--- config.mk ---
export PLATFORM = sky130hd
export DESIGN_NAME = branch_resolve_unit_flat
export DESIGN_NICKNAME = d
export VERILOG_FILES = /design/src/rtl/branch_resolve_unit_if.sv /design/src/rtl/branch_resolve_unit.sv /design/src/flat_wrapper.sv
export SDC_FILE = /design/constraint.sdc
export NUM_CORES = 1
export LEC_CHECK = 0
export CAP_MARGIN = 20
export CELL_PAD_IN_SITES_DETAIL_PLACEMENT = 1
export CELL_PAD_IN_SITES_GLOBAL_PLACEMENT = 1
export CORE_ASPECT_RATIO = 0.75
export CORE_MARGIN = 2
export CORE_UTILIZATION = 38
export DETAILED_ROUTE_END_ITERATION = 10
export PLACE_DENSITY = 0.86
export SLEW_MARGIN = 20
export SYNTH_ARGS = -nofsm -noshare
export SYNTH_HDL_FRONTEND = slang
export SYNTH_SLANG_ARGS = --single-unit
--- constraint.sdc ---
create_clock -name clk -period 9.3 [get_ports clk]
set_clock_uncertainty 0.2 [all_clocks]
set_input_delay 1.86 -clock clk [delete_from_list [all_inputs] [get_ports clk]]
set_output_delay 1.86 -clock clk [all_outputs]
set_load 0.01 [all_outputs]
--- src/rtl/branch_resolve_unit_if.sv ---
// Bus between the ID stage and the branch resolver: instruction/operand inputs,
// redirect/stall outputs and branch statistics.
interface branch_resolve_unit_if #(
  parameter int CNT_W = 16
);
  logic             in_valid;
  logic             is_beq;
  logic             is_bne;
  logic             is_jump;
  logic [31:0]      pc_plus4;
  logic [31:0]      offset_sh;
  logic [25:0]      jump_index;
  logic [31:0]      rs_data;
  logic [31:0]      rt_data;
  logic             rs_pending;
  logic             rt_pending;
  logic             stall_req;
  logic             redirect;
  logic [31:0]      target;
  logic             flush_ifid;
  logic [CNT_W-1:0] branch_cnt;
  logic [CNT_W-1:0] taken_cnt;

  modport master (
    output in_valid, is_beq, is_bne, is_jump, pc_plus4, offset_sh, jump_index,
           rs_data, rt_data, rs_pending, rt_pending,
    input  stall_req, redirect, target, flush_ifid, branch_cnt, taken_cnt
  );

  modport slave (
    input  in_valid, is_beq, is_bne, is_jump, pc_plus4, offset_sh, jump_index,
           rs_data, rt_data, rs_pending, rt_pending,
    output stall_req, redirect, target, flush_ifid, branch_cnt, taken_cnt
  );
endinterface

--- src/rtl/branch_resolve_unit.sv ---
// ID-stage branch/jump resolver: compares forwarded operands, issues a registered
// one-cycle PC redirect with IF/ID flush, stalls while operands are in flight,
// and keeps saturating branch statistics.
module branch_resolve_unit #(
  parameter int CNT_W = 16
) (
  input  logic                 clk,
  input  logic                 reset,
  branch_resolve_unit_if.slave bus
);

  localparam logic [1:0] S_IDLE  = 2'd0;
  localparam logic [1:0] S_WAIT  = 2'd1;
  localparam logic [1:0] S_REDIR = 2'd2;

  logic [1:0]       state;
  logic             redirect_q;
  logic [31:0]      target_q;
  logic [CNT_W-1:0] branch_cnt_q;
  logic [CNT_W-1:0] taken_cnt_q;
  logic [31:0]      cap_pc;
  logic [31:0]      cap_off;
  logic             cap_beq;

  logic        is_branch;
  logic        pending;
  logic        stall;
  logic        resolve;
  logic        sel_beq;
  logic [31:0] sel_pc;
  logic [31:0] sel_off;
  logic        take;
  logic [31:0] br_target;
  logic [31:0] j_target;

  assign is_branch = bus.is_beq | bus.is_bne;
  assign pending   = bus.rs_pending | bus.rt_pending;
  assign j_target  = {bus.pc_plus4[31:28], bus.jump_index, 2'b00};

  // Stall request and branch evaluation; WAIT resolves with the captured branch, IDLE with live inputs
  always_comb begin
    stall   = 1'b0;
    resolve = 1'b0;
    sel_beq = bus.is_beq;
    sel_pc  = bus.pc_plus4;
    sel_off = bus.offset_sh;
    case (state)
      S_IDLE: begin
        stall   = bus.in_valid & ~bus.is_jump & is_branch & pending;
        resolve = bus.in_valid & ~bus.is_jump & is_branch & ~pending;
      end
      S_WAIT: begin
        stall   = pending;
        resolve = ~pending;
        sel_beq = cap_beq;
        sel_pc  = cap_pc;
        sel_off = cap_off;
      end
      default: ;
    endcase
    if (reset) begin
      stall   = 1'b0;
      resolve = 1'b0;
    end
    take      = sel_beq ? (bus.rs_data == bus.rt_data) : (bus.rs_data != bus.rt_data);
    br_target = sel_pc + sel_off;
  end

  // FSM, redirect/target registers, operand-wait capture and saturating statistics
  always_ff @(posedge clk) begin
    if (reset) begin
      state        <= S_IDLE;
      redirect_q   <= 1'b0;
      target_q     <= '0;
      branch_cnt_q <= '0;
      taken_cnt_q  <= '0;
      cap_pc       <= '0;
      cap_off      <= '0;
      cap_beq      <= 1'b0;
    end else begin
      redirect_q <= 1'b0;
      case (state)
        S_IDLE: begin
          if (bus.in_valid && bus.is_jump) begin
            target_q   <= j_target;
            redirect_q <= 1'b1;
            state      <= S_REDIR;
          end else if (bus.in_valid && is_branch && pending) begin
            cap_pc  <= bus.pc_plus4;
            cap_off <= bus.offset_sh;
            cap_beq <= bus.is_beq;
            state   <= S_WAIT;
          end
        end
        S_WAIT: begin
          if (!pending) state <= S_IDLE;
        end
        default: state <= S_IDLE;
      endcase
      if (resolve) begin
        if (branch_cnt_q != '1) branch_cnt_q <= branch_cnt_q + CNT_W'(1);
        if (take) begin
          if (taken_cnt_q != '1) taken_cnt_q <= taken_cnt_q + CNT_W'(1);
          target_q   <= br_target;
          redirect_q <= 1'b1;
          state      <= S_REDIR;
        end
      end
    end
  end

  assign bus.stall_req  = stall;
  assign bus.redirect   = redirect_q;
  assign bus.flush_ifid = redirect_q;
  assign bus.target     = target_q;
  assign bus.branch_cnt = branch_cnt_q;
  assign bus.taken_cnt  = taken_cnt_q;

endmodule

--- src/flat_wrapper.sv ---
// flat-port wrapper written by rule: the top's interface ports become plain ports
module branch_resolve_unit_flat 
#(
  parameter int CNT_W = 16
)
  (clk, reset, bus_in_valid, bus_is_beq, bus_is_bne, bus_is_jump, bus_pc_plus4, bus_offset_sh, bus_jump_index, bus_rs_data, bus_rt_data, bus_rs_pending, bus_rt_pending, bus_stall_req, bus_redirect, bus_target, bus_flush_ifid, bus_branch_cnt, bus_taken_cnt);
  branch_resolve_unit_if #(.CNT_W(CNT_W)) bus_i ();
  input  logic clk;
  input  logic reset;
  input wire logic [$bits(bus_i.in_valid)-1:0] bus_in_valid;
  input wire logic [$bits(bus_i.is_beq)-1:0] bus_is_beq;
  input wire logic [$bits(bus_i.is_bne)-1:0] bus_is_bne;
  input wire logic [$bits(bus_i.is_jump)-1:0] bus_is_jump;
  input wire logic [$bits(bus_i.pc_plus4)-1:0] bus_pc_plus4;
  input wire logic [$bits(bus_i.offset_sh)-1:0] bus_offset_sh;
  input wire logic [$bits(bus_i.jump_index)-1:0] bus_jump_index;
  input wire logic [$bits(bus_i.rs_data)-1:0] bus_rs_data;
  input wire logic [$bits(bus_i.rt_data)-1:0] bus_rt_data;
  input wire logic [$bits(bus_i.rs_pending)-1:0] bus_rs_pending;
  input wire logic [$bits(bus_i.rt_pending)-1:0] bus_rt_pending;
  output wire logic [$bits(bus_i.stall_req)-1:0] bus_stall_req;
  output wire logic [$bits(bus_i.redirect)-1:0] bus_redirect;
  output wire logic [$bits(bus_i.target)-1:0] bus_target;
  output wire logic [$bits(bus_i.flush_ifid)-1:0] bus_flush_ifid;
  output wire logic [$bits(bus_i.branch_cnt)-1:0] bus_branch_cnt;
  output wire logic [$bits(bus_i.taken_cnt)-1:0] bus_taken_cnt;
  assign bus_i.in_valid = bus_in_valid;
  assign bus_i.is_beq = bus_is_beq;
  assign bus_i.is_bne = bus_is_bne;
  assign bus_i.is_jump = bus_is_jump;
  assign bus_i.pc_plus4 = bus_pc_plus4;
  assign bus_i.offset_sh = bus_offset_sh;
  assign bus_i.jump_index = bus_jump_index;
  assign bus_i.rs_data = bus_rs_data;
  assign bus_i.rt_data = bus_rt_data;
  assign bus_i.rs_pending = bus_rs_pending;
  assign bus_i.rt_pending = bus_rt_pending;
  assign bus_stall_req = bus_i.stall_req;
  assign bus_redirect = bus_i.redirect;
  assign bus_target = bus_i.target;
  assign bus_flush_ifid = bus_i.flush_ifid;
  assign bus_branch_cnt = bus_i.branch_cnt;
  assign bus_taken_cnt = bus_i.taken_cnt;
  branch_resolve_unit #(.CNT_W(CNT_W)) u_core (.clk(clk), .reset(reset), .bus(bus_i));
endmodule
==> results of run 1 <==
cell usage after synthesis, types with 7 or more instances:
library cell / count
a211oi_1: 36
a21o_1: 19
a21oi_1: 103
and3_1: 9
buf_1: 13
clkbuf_1: 43
dfxtp_1: 132
ha_1: 33
inv_1: 9
mux2_2: 65
mux2i_1: 21
nand2_1: 174
nand2b_1: 8
nand3_1: 13
nand4_1: 20
nor2_1: 67
nor2b_1: 19
nor3_1: 9
nor4_1: 7
o21ai_0: 17
xnor2_1: 55
xor2_1: 19
cell families (layout without fill, tap and decap cells):
family,count (synthesis),count (layout),synth area share
compound gates,224,224,0.180
xor+xnor,74,74,0.0804
fa+ha+maj,34,34,0.0537
buf+inv,68,274,0.0332
flops,132,132,0.328
mux,89,89,0.121
other cells,0,4,0
simple gates,354,354,0.204
routing by layer:
layer,GRT usage,share of wire,vias to the layer above
li1,-,-,3852
met1,0.296,0.45,3843
met2,0.423,0.47,191
met3,0.0522,0.059,33
met4,0.0850,0.021,0
met5,0,0,-
cell type report:
type	instances	share of cell area
multi-input cells	775	0.460
flip-flops and latches	132	0.235
repair buffers	234	0.207
clock buffers	19	0.0403
well taps	288	0.0321
clock inverters	12	0.0222
inverters	9	0.00301
diodes	4	0.000891
per-stage QoR:
step	setup slack [ps]	utilization	hold slack [ps]	power, mW
after floorplan	4390	-	234	0.840
after global placement	3630	0.501	239	0.990
after detailed placement	3600	0.501	246	1.00
after CTS	3580	0.534	255	1.82
after global routing	3520	0.535	272	1.88
final	3610	0.535	253	1.80
critical path: cells and delay by family:
family | cells | cell delay, ps
simple gates | 1 | 320
compound gates | 2 | 300
buf+inv | 2 | 1130
worst max path at each step:
stage	from	end	slack, ps	cells after the start
finish	bus_is_beq	bus_stall_req	3610	5
global route	bus_is_beq	bus_stall_req	3520	5
CTS	bus_is_beq	bus_stall_req	3580	5
detailed placement	bus_is_beq	bus_stall_req	3600	5
global placement	bus_is_beq	bus_stall_req	3630	5
floorplan	reset	bus_stall_req	4390	4
power groups by stage:
| stage | Sequential [mW] | Combinational, mW | Clock (mW) |
|---|---|---|---|
| after floorplan | 0.609 | 0.230 | 0 |
| after global placement | 0.607 | 0.383 | 0 |
| after detailed placement | 0.608 | 0.392 | 0 |
| after CTS | 0.596 | 0.397 | 0.823 |
| after global routing | 0.598 | 0.431 | 0.848 |
| final | 0.596 | 0.397 | 0.812 |
state kept, by name, indices dropped and copies added, names as in the netlist:
register and count:
u_core.bus.branch_cnt 16, u_core.bus.flush_ifid 1, u_core.bus.taken_cnt 16, u_core.bus.target 32
u_core.cap_beq 1, u_core.cap_off 32, u_core.cap_pc 32, u_core.state 2
==> metrics.md, run 1 <==
| Metric | Value |
|---|---|
| Syn nets | 1171 |
| Largest net degree at the start of global routing | 77 |
| Overall Global Routing Usage | 0.242 |
| Crit path time final | 5690 ps |
| Final Cell Area | 11200 µm² |
| Sink Count | 132 |
| First-pass GRT wire length | 42300 µm |
| Highest clock rate | approximately 0.18 GHz |
| Reg-to-reg startpoint | u_core.state[1] |
| Net Sw Frac | 0.265 |
| Leakage | 4.15 nW |
| Crit start category | input port |
| Max-slew violation count | 0 |
| GP Congestion | 0.856 |
| Final ANT Viol Nets | 0 |
| DIE WIDTH | about 170 µm |
| Largest fanout on the critical path | 3 |
| Placed cell areas | 10500 µm² |
| Post-synth EDFFs | 0 |
| CP required | between 7000 and 8000 ps |
| RSZ-0062 raised after global routing | false |
| Seq. cell area | ~2600 µm² |
| Synth area leader | dfxtp_1 |
| Post-synth ARST share | 0 |
| Synth top area share | 0.328 |
| Site row count | 46 |
| Vert. Die Dim | 130 µm |
| Area of the multi-input gates | just over 5000 µm² |
| Io pins | 229 |
| Vias in the first global route | ~8100 |
| Detailed Route WL | 27700 µm |
| Crit path DAT | 3630 ps |
| Setup violators final | 0 |
| Internal reg-to-reg setup slack | between 4000 and 5000 ps |
| Nets | ~1400 |
| HP Class | reg -> reg |
| Hold Startpoint | u_core.cap_off[16] |
| Net switching power | 479 µW |
| Initial drt markers | 462 |
| Flops & latches, synth | between 100 and 150 |
| Crit Path Category | in -> out |
| Synthesized area | 8070 µm² |
| Most frequent cells in the layout | 227 x clkdlybuf4s50_1, 174 x nand2_1, 132 x dfxtp_1, 103 x a21oi_1, 67 x nor2_1 |
| Critical path's largest stage delay | 610 ps |
| Hold Vio Cnt, Final | 0 |
| Vias/cell | between 5 and 6 |
| Post-CTS Setup Bufs | 0 |
| Wire length per cell | about 19 µm |
| DRC | 0 |
| Max-Cap Viols | 0 |
| Initial antenna violation count | 4 |
| Reg clk slew, reported paths | 60 ps |
| Root buffer cell | clkbuf_16 |
| Relative slew slack | 0.418 |
| CP Capture Type | output port |
| Commonest non-fill, non-tap cell in the layout | clkdlybuf4s50_1 |
| Synthesis Warnings | 0 |
| H-tree lvl count | 4 |
| Skew-Pair Late Insertion Delay | 430 ps |
| Placed cell count | 1438 |
| Worst reg2reg path endpoint | u_core.bus.target[18] |
| Via count | 7919 |
| Clock power frac | 0.450 |
| # fillers | 2434 |
| Cell chain of the critical path | clkdlybuf4s50_1 > o21ba_4 > a21oi_2 > nor4_1 > clkdlybuf4s50_1 |
| CTS tree | yes |
| Core Area | roughly 21000 µm² |
| Share of post-route cells with drive strength above 1 | 0.104 |
| Post-Synthesis Cells | 975 |
| Sequential fraction of design power | 0.330 |
| Hold path endpoint | u_core.cap_off[16] |
| Slowest CP cell | clkdlybuf4s50_1 |
| Area Growth Syn to Fin | 39.3% |
| Starting density of the core | 0.384 |
| Final setup TNS | 0 ps |
| Internal Power | 1.33 mW |
| Post-DP HPWL | a little over 20000 µm |
| Area contributors post-synth | dfxtp_1 33%, mux2_2 9.1%, nand2_1 8.1%, a21oi_1 6.4%, xnor2_1 6.0% |
| Reg2reg path depth | 12 |
| Port bufs | roughly 230 |
| CTS hold repair buffers | 0 |
| Main synth FF type | dfxtp_1 |
| Final Non-Filler Cells | 1473 |
| Mapped Avg Cell Area | a little over 8 µm² |
| Clock tree buffer depth | 2 |
| Final cycle utilization of the critical path | 0.611 |
| Post-CTS sizing | 0 |
| CP most frequent cell | clkdlybuf4s50_1 |
| CTS Buf Count | 17 |
| Hold Crit Depth | 2 |
| Worst VDD drop | 0.0876 mV |
| Unique masters post-synth | 67 |
| Combinational power share | 0.220 |
| Worst-margin pin slew | 872 ps |
| Register area share after synthesis | 0.328 |
| Die area | about 22000 µm² |
| Congestion Overflow GR | 0 |
| Status | completed |
| Cell Pwr Density | 161 nW/µm² |
| Number of iterations in the first detailed-routing pass | 4 |
Note: power is estimated with default switching activity, not from simulation.
==> inputs of run 2 (changes only) <==
- CORE_UTILIZATION: 38 -> 35
- PLACE_DENSITY: 0.86 -> 0.8
- clock period: 9.3 -> 5.4 ns (I/O delays scaled with it)
==> run 2 against run 1 <==
Clock power increased by 54%. Routed wire length rose by 0.19%. Non-clock buffer count unchanged.
==> metrics.md, run 2 (same netlist as run 1, synthesis figures left out) <==
| Metric | Value |
|---|---|
| Critical path's largest stage delay | 650 ps (+40 ps) |
| Hold Vio Cnt, Final | 0 (unchanged) |
| CP most frequent cell | o31a_1 |
| Port bufs | 228 (unchanged) |
| DRC | 0 (unchanged) |
| Clock tree buffer depth | 2 (unchanged) |
| Placed cell areas | 10600 µm² (+0.45%) |
| # fillers | 2679 (+10%) |
| Skew-Pair Late Insertion Delay | 420 ps (about the same) |
| Vias in the first global route | 8036 (-0.20%) |
| Highest clock rate | 0.223 GHz |
| Most frequent cells in the layout | 227 x clkdlybuf4s50_1, 174 x nand2_1, 132 x dfxtp_1, 103 x a21oi_1, 67 x nor2_1 |
| Post-DP HPWL | 20300 µm (+0.55%) |
| Site row count | 48 (+4.3%) |
| Largest net degree at the start of global routing | 76 (-1.3%) |
| Leakage | 4.12 nW (-0.68%) |
| RSZ-0062 raised after global routing | false |
| Internal Power | 2.12 mW (+60%) |
| Relative slew slack | 0.424 (+0.00607) |
| First-pass GRT wire length | 42900 µm (+1.4%) |
| CTS Buf Count | 17 (unchanged) |
| Sink Count | 132 (unchanged) |
| Vias/cell | 5.30 (-1.4%) |
| Vert. Die Dim | 135 µm (+4.1%) |
| Congestion Overflow GR | 0 (unchanged) |
| Final setup TNS | 0 ps (unchanged) |
| Crit path DAT | 4540 ps (+910 ps) |
| Clock power frac | 0.421 (-0.029) |
| Critical path origin | u_core.state[1] |
| Cell Pwr Density | 264 nW/µm² (+64%) |
| Max-slew violation count | 0 (unchanged) |
| Max-Cap Viols | 0 (unchanged) |
| CP Capture Type | flip-flop |
| CP required | 5460 ps (-1780 ps) |
| Core Area | 22800 µm² (+8.6%) |
| Cell chain of the critical path | nand2b_2 > mux2_2 > ha_1 > fa_1 > a21oi_1 > o22ai_1 > o31a_1 > a2111oi_0 > nor2_1 > nor4_1 > o31a_1 > a211oi_1 |
| Slowest CP cell | a2111oi_0 |
| Post-CTS Setup Bufs | 0 (unchanged) |
| Seq. cell area | 2640 µm² (unchanged) |
| Nets | 1365 (unchanged) |
| Net switching power | 835 µW (+75%) |
| Post-CTS sizing | 0 (unchanged) |
| Number of iterations in the first detailed-routing pass | 4 (unchanged) |
| GP Congestion | 0.867 (+1.3%) |
| Hold Startpoint | u_core.cap_pc[24] |
| Initial drt markers | 327 (-29%) |
| Final cycle utilization of the critical path | 0.829 |
| Starting density of the core | 0.353 (-0.0305) |
| Reg clk slew, reported paths | 60 ps (about the same) |
| CTS hold repair buffers | 0 (unchanged) |
| Combinational power share | 0.232 (+0.012) |
| Commonest non-fill, non-tap cell in the layout | clkdlybuf4s50_1 |
| Area Growth Syn to Fin | 39.0% |
| Crit path time final | 4480 ps |
| DIE WIDTH | 179 µm (+4.1%) |
| H-tree lvl count | 4 (unchanged) |
| Critical path buffers and inverters | 0 (-2) |
| Crit Path Category | reg -> reg |
| Final ANT Viol Nets | 0 (unchanged) |
| Setup violators final | 0 (unchanged) |
| Setup WS post-layout | 925 ps (-2690 ps) |
| Largest fanout on the critical path | 20 (+17) |
| Initial antenna violation count | 4 (unchanged) |
| Share of post-route cells with drive strength above 1 | 0.105 (+0.000758) |
| Via count | 7875 (-0.56%) |
| Worst VDD drop | 0.192 mV (+120%) |
| Worst-margin pin slew | 863 ps (-9.11 ps) |
| Io pins | 229 (unchanged) |
| CTS tree | yes |
| Crit start category | flip-flop |
| Setup slack after placement | 736 ps (-2870 ps) |
| Detailed Route WL | 27800 µm (+0.19%) |
| Root buffer cell | clkbuf_16 |
| Critical path's top delay family | compound AO/OA/AOI/OAI gates |
| Final Cell Area | 11200 µm² (-0.22%) |
| Die area | 24300 µm² (+8.3%) |
| Sequential fraction of design power | 0.347 (+0.017) |
| Reg-to-reg startpoint | u_core.state[1] |
| Area of the multi-input gates | 5170 µm² (+0.15%) |
| HP Class | reg -> reg |
| Status | completed |
| Overall power | 2.96 mW (+64%) |
| Net Sw Frac | 0.282 (+0.0169) |
| Wire length per cell | 18.7 µm (-0.69%) |
| Overall Global Routing Usage | 0.226 (-0.0162) |
-- run 2: cell types whose count changed in the layout (fill, tap and decap cells not counted), moves of 2 or more --
cell / delta
clkbuf_8: +2
buf_12: +2
bufinv_16: -4
buf_4: -2
clkinvlp_4: +2
-- run 2: power groups by stage --
stage / logic [mW] / registers (mW) / clock network [mW]
after floorplan: 0.397 / 1.05 / 0
after global placement: 0.668 / 1.05 / 0
after detailed placement: 0.679 / 1.05 / 0
after CTS: 0.688 / 1.03 / 1.28
after global routing: 0.751 / 1.03 / 1.31
final: 0.687 / 1.03 / 1.25
-- run 2: cell type report --
| type | instances | share of cell area |
|---|---|---|
| Timing Repair Buffer | 234 | 0.210 |
| Inverter | 9 | 0.00301 |
| Multi-Input combinational cell | 775 | 0.461 |
| Sequential cell | 132 | 0.236 |
| Tap cell | 300 | 0.0335 |
| Clock inverter | 11 | 0.0133 |
| Clock buffer | 21 | 0.0428 |
| Antenna cell | 4 | 0.000893 |
-- run 2: per-layer routing --
layer	global-route usage	vias to the layer above	share of wire
li1	-	3844	-
met1	0.281	3805	0.45
met2	0.387	195	0.48
met3	0.0530	29	0.064
met4	0.0685	2	0.014
met5	0	-	0.00050
-- run 2: path summary, 6_finish.rpt --
| path | to | slack (ps) | cells past startpoint |
|---|---|---|---|
| max reg2reg | u_core.bus.target[18] | 920 | 12 |
| min reg2reg | u_core.cap_pc[24] | 250 | 2 |
| min | u_core.cap_pc[24] | 250 | 2 |
| max | u_core.bus.target[18] | 920 | 12 |
-- run 2: metrics by stage --
stage,hold WS (ps),std cells,util
final,254,1486,0.491
after global routing,266,1485,0.491
after CTS,256,1482,0.491
after detailed placement,247,1450,0.463
after global placement,239,1450,0.463
after floorplan,234,975,-
-- run 2: tightest hold or removal path, delay by kind of cell, from the launching register on --
family / cells / cell delay, ps
flops: 1 / 300
simple gates: 1 / 50
compound gates: 1 / 50
==> inputs of run 3 (changes only) <==
- CORE_UTILIZATION: 35 -> 32
- PLACE_DENSITY: 0.8 -> 0.77
- clock period: 5.4 -> 4 ns (I/O delays scaled with it)
==> run 3 against run 2 <==
Combinational power grew 50%. Via count rose by 2.1%. Critical endpoint is now u_core.bus.target[24]. Die area rose by 9.1%.
==> metrics.md, run 3 (same netlist as run 1, synthesis figures left out) <==
| Metric | Value |
|---|---|
| Status | completed |
| Clock tree buffer depth | 2 (unchanged) |
| Max-Cap Viols | 0 (unchanged) |
| Wire length per cell | 18.3 µm (-2.2%) |
| Die area | 26500 µm² (+9.1%) |
| Relative slew slack | 0.454 (+0.0300) |
| Largest fanout on the critical path | 4 (-80%) |
| CP Capture Type | flip-flop |
| Starting density of the core | 0.325 (-0.0287) |
| Final setup TNS | 0 ps (unchanged) |
| RSZ-0062 raised after global routing | true |
| Cell chain of the critical path | clkdlybuf4s50_1 > mux2_2 > ha_1 > fa_1 > a21oi_1 > o22ai_1 > o31a_1 > a22oi_2 > a31oi_2 > a31oi_2 > nor2_1 > a2111oi_1 |
| Area Growth Syn to Fin | 45.5% |
| Most frequent cells in the layout | 227 x clkdlybuf4s50_1, 174 x nand2_1, 132 x dfxtp_1, 103 x a21oi_1, 67 x nor2_1 |
| Worst-margin pin slew | 818 ps (-45.0 ps) |
| H-tree lvl count | 4 (unchanged) |
| Root buffer cell | clkbuf_16 |
| Site row count | 50 (+4.2%) |
| Cell Pwr Density | 342 nW/µm² (+30%) |
| Congestion Overflow GR | 0 (unchanged) |
| GP Congestion | 0.849 (-2.1%) |
| Vias/cell | 5.09 (-3.9%) |
| Placed cell areas | 11000 µm² (+4.5%) |
| Critical path's top delay family | compound AO/OA/AOI/OAI gates |
| Slowest CP cell | clkdlybuf4s50_1 |
| Initial antenna violation count | 4 (unchanged) |
| CTS Buf Count | 17 (unchanged) |
| Share of post-route cells with drive strength above 1 | 0.149 (+0.0438) |
| Setup slack after placement | -372 ps (-1110 ps) |
| Highest clock rate | 0.258 GHz |
| Commonest non-fill, non-tap cell in the layout | clkdlybuf4s50_1 |
| # fillers | 2957 (+10%) |
| Reg clk slew, reported paths | 60 ps (about the same) |
| DIE WIDTH | 187 µm (+4.5%) |
| Detailed Route WL | 28900 µm (+3.9%) |
| Initial drt markers | 318 (-2.8%) |
| Number of iterations in the first detailed-routing pass | 4 (unchanged) |
| Overall Global Routing Usage | 0.218 (-0.00762) |
| Final Cell Area | 11700 µm² (+4.6%) |
| Via count | 8043 (+2.1%) |
| Critical path buffers and inverters | 1 (+1) |
| Critical path's largest stage delay | 420 ps (-230 ps) |
| Skew-Pair Late Insertion Delay | 420 ps (about the same) |
| Crit path DAT | 3980 ps (-560 ps) |
| CTS tree | yes |
| Final ANT Viol Nets | 0 (unchanged) |
| Port bufs | 228 (unchanged) |
| CTS hold repair buffers | 0 (unchanged) |
| Final cycle utilization of the critical path | 0.970 |
| CP most frequent cell | a31oi_2 |
| Leakage | 4.40 nW (+6.8%) |
| DRC | 0 (unchanged) |
| Crit path time final | slightly below 4000 ps |
| Crit Path Category | in -> reg |
| First-pass GRT wire length | 46000 µm (+7.2%) |
| Vert. Die Dim | 141 µm (+4.4%) |
| Largest net degree at the start of global routing | 77 (+1.3%) |
| Io pins | 229 (unchanged) |
| Worst VDD drop | 0.284 mV (+48%) |
| Max-slew violation count | 0 (unchanged) |
| Nets | 1420 (+4.0%) |
| Core Area | 24800 µm² (+8.8%) |
| HP Class | reg -> reg |
| Hold Vio Cnt, Final | 0 (unchanged) |
| Sink Count | 132 (unchanged) |
| Post-DP HPWL | 21700 µm (+6.7%) |
| Vias in the first global route | 8315 (+3.5%) |
| CP required | 4100 ps (-1360 ps) |
| Crit start category | input port |
| Setup WS post-layout | 120 ps (-805 ps) |
| Setup violators final | 0 (unchanged) |
run 3: stage by stage:
stage	utilization	hold slack [ps]	total power, mW	cells
after floorplan	-	234	1.95	975
after global placement	0.445	239	2.40	1541
after detailed placement	0.445	247	2.43	1541
after CTS	0.469	256	4.05	1573
after global routing	0.472	274	4.21	1578
final	0.472	254	4.02	1579
run 3: worst reg2reg max path: stages, from the launching register on:
cell and delay, ps:
dfxtp_1 330, nand2b_4 170, buf_12 170, buf_4 170, mux2_2 350, ha_1 350
a21oi_1 150, o21ai_0 130, a32o_1 280, a2111o_1 440, a2111oi_4 330, nor2_1 120
and3_1 220, a2111oi_4 320
run 3: path summary, 6_finish.rpt:
check	from	to	slack, ps	depth (start not counted)
hold reg to reg	u_core.cap_off[29]	u_core.cap_off[29]	250	2
setup / recovery	bus_offset_sh[0]	u_core.bus.target[24]	120	12
setup reg to reg	u_core.state[1]	u_core.bus.target[27]	170	13
hold / removal	u_core.cap_off[29]	u_core.cap_off[29]	250	2
run 3: cell type report:
class	count	area, µm²	share of cell area
Antenna cell	4	10.0	0.000853
Clock buffer	18	439	0.0374
Clock inverter	14	151	0.0129
Inverter	9	33.8	0.00288
Multi-Input combinational cell	775	5210	0.444
Sequential cell	132	2640	0.225
Tap cell	338	423	0.0360
Timing Repair Buffer	289	2820	0.240
run 3: report_power, final:
part	switching [mW]	total (mW)	internal, mW
clock	0.654	1.60	0.942
combinational	0.500	1.03	0.535
sequential	0.0253	1.39	1.36
total	1.18	4.02	2.84
run 3: repair_timing:
action / CTS / global route
buffers inserted: 0 / 1
endpoints found under the setup margin: 0 / 5
gates resized for setup: 0 / 9
run 3: metal layers:
layer  track usage  vias to the layer above  part of all wire
met5             0                        -                 0
met4        0.0643                        0             0.015
met3        0.0552                       27             0.056
met2         0.355                      197              0.46
met1         0.287                     3859              0.47
li1              -                     3960                 -
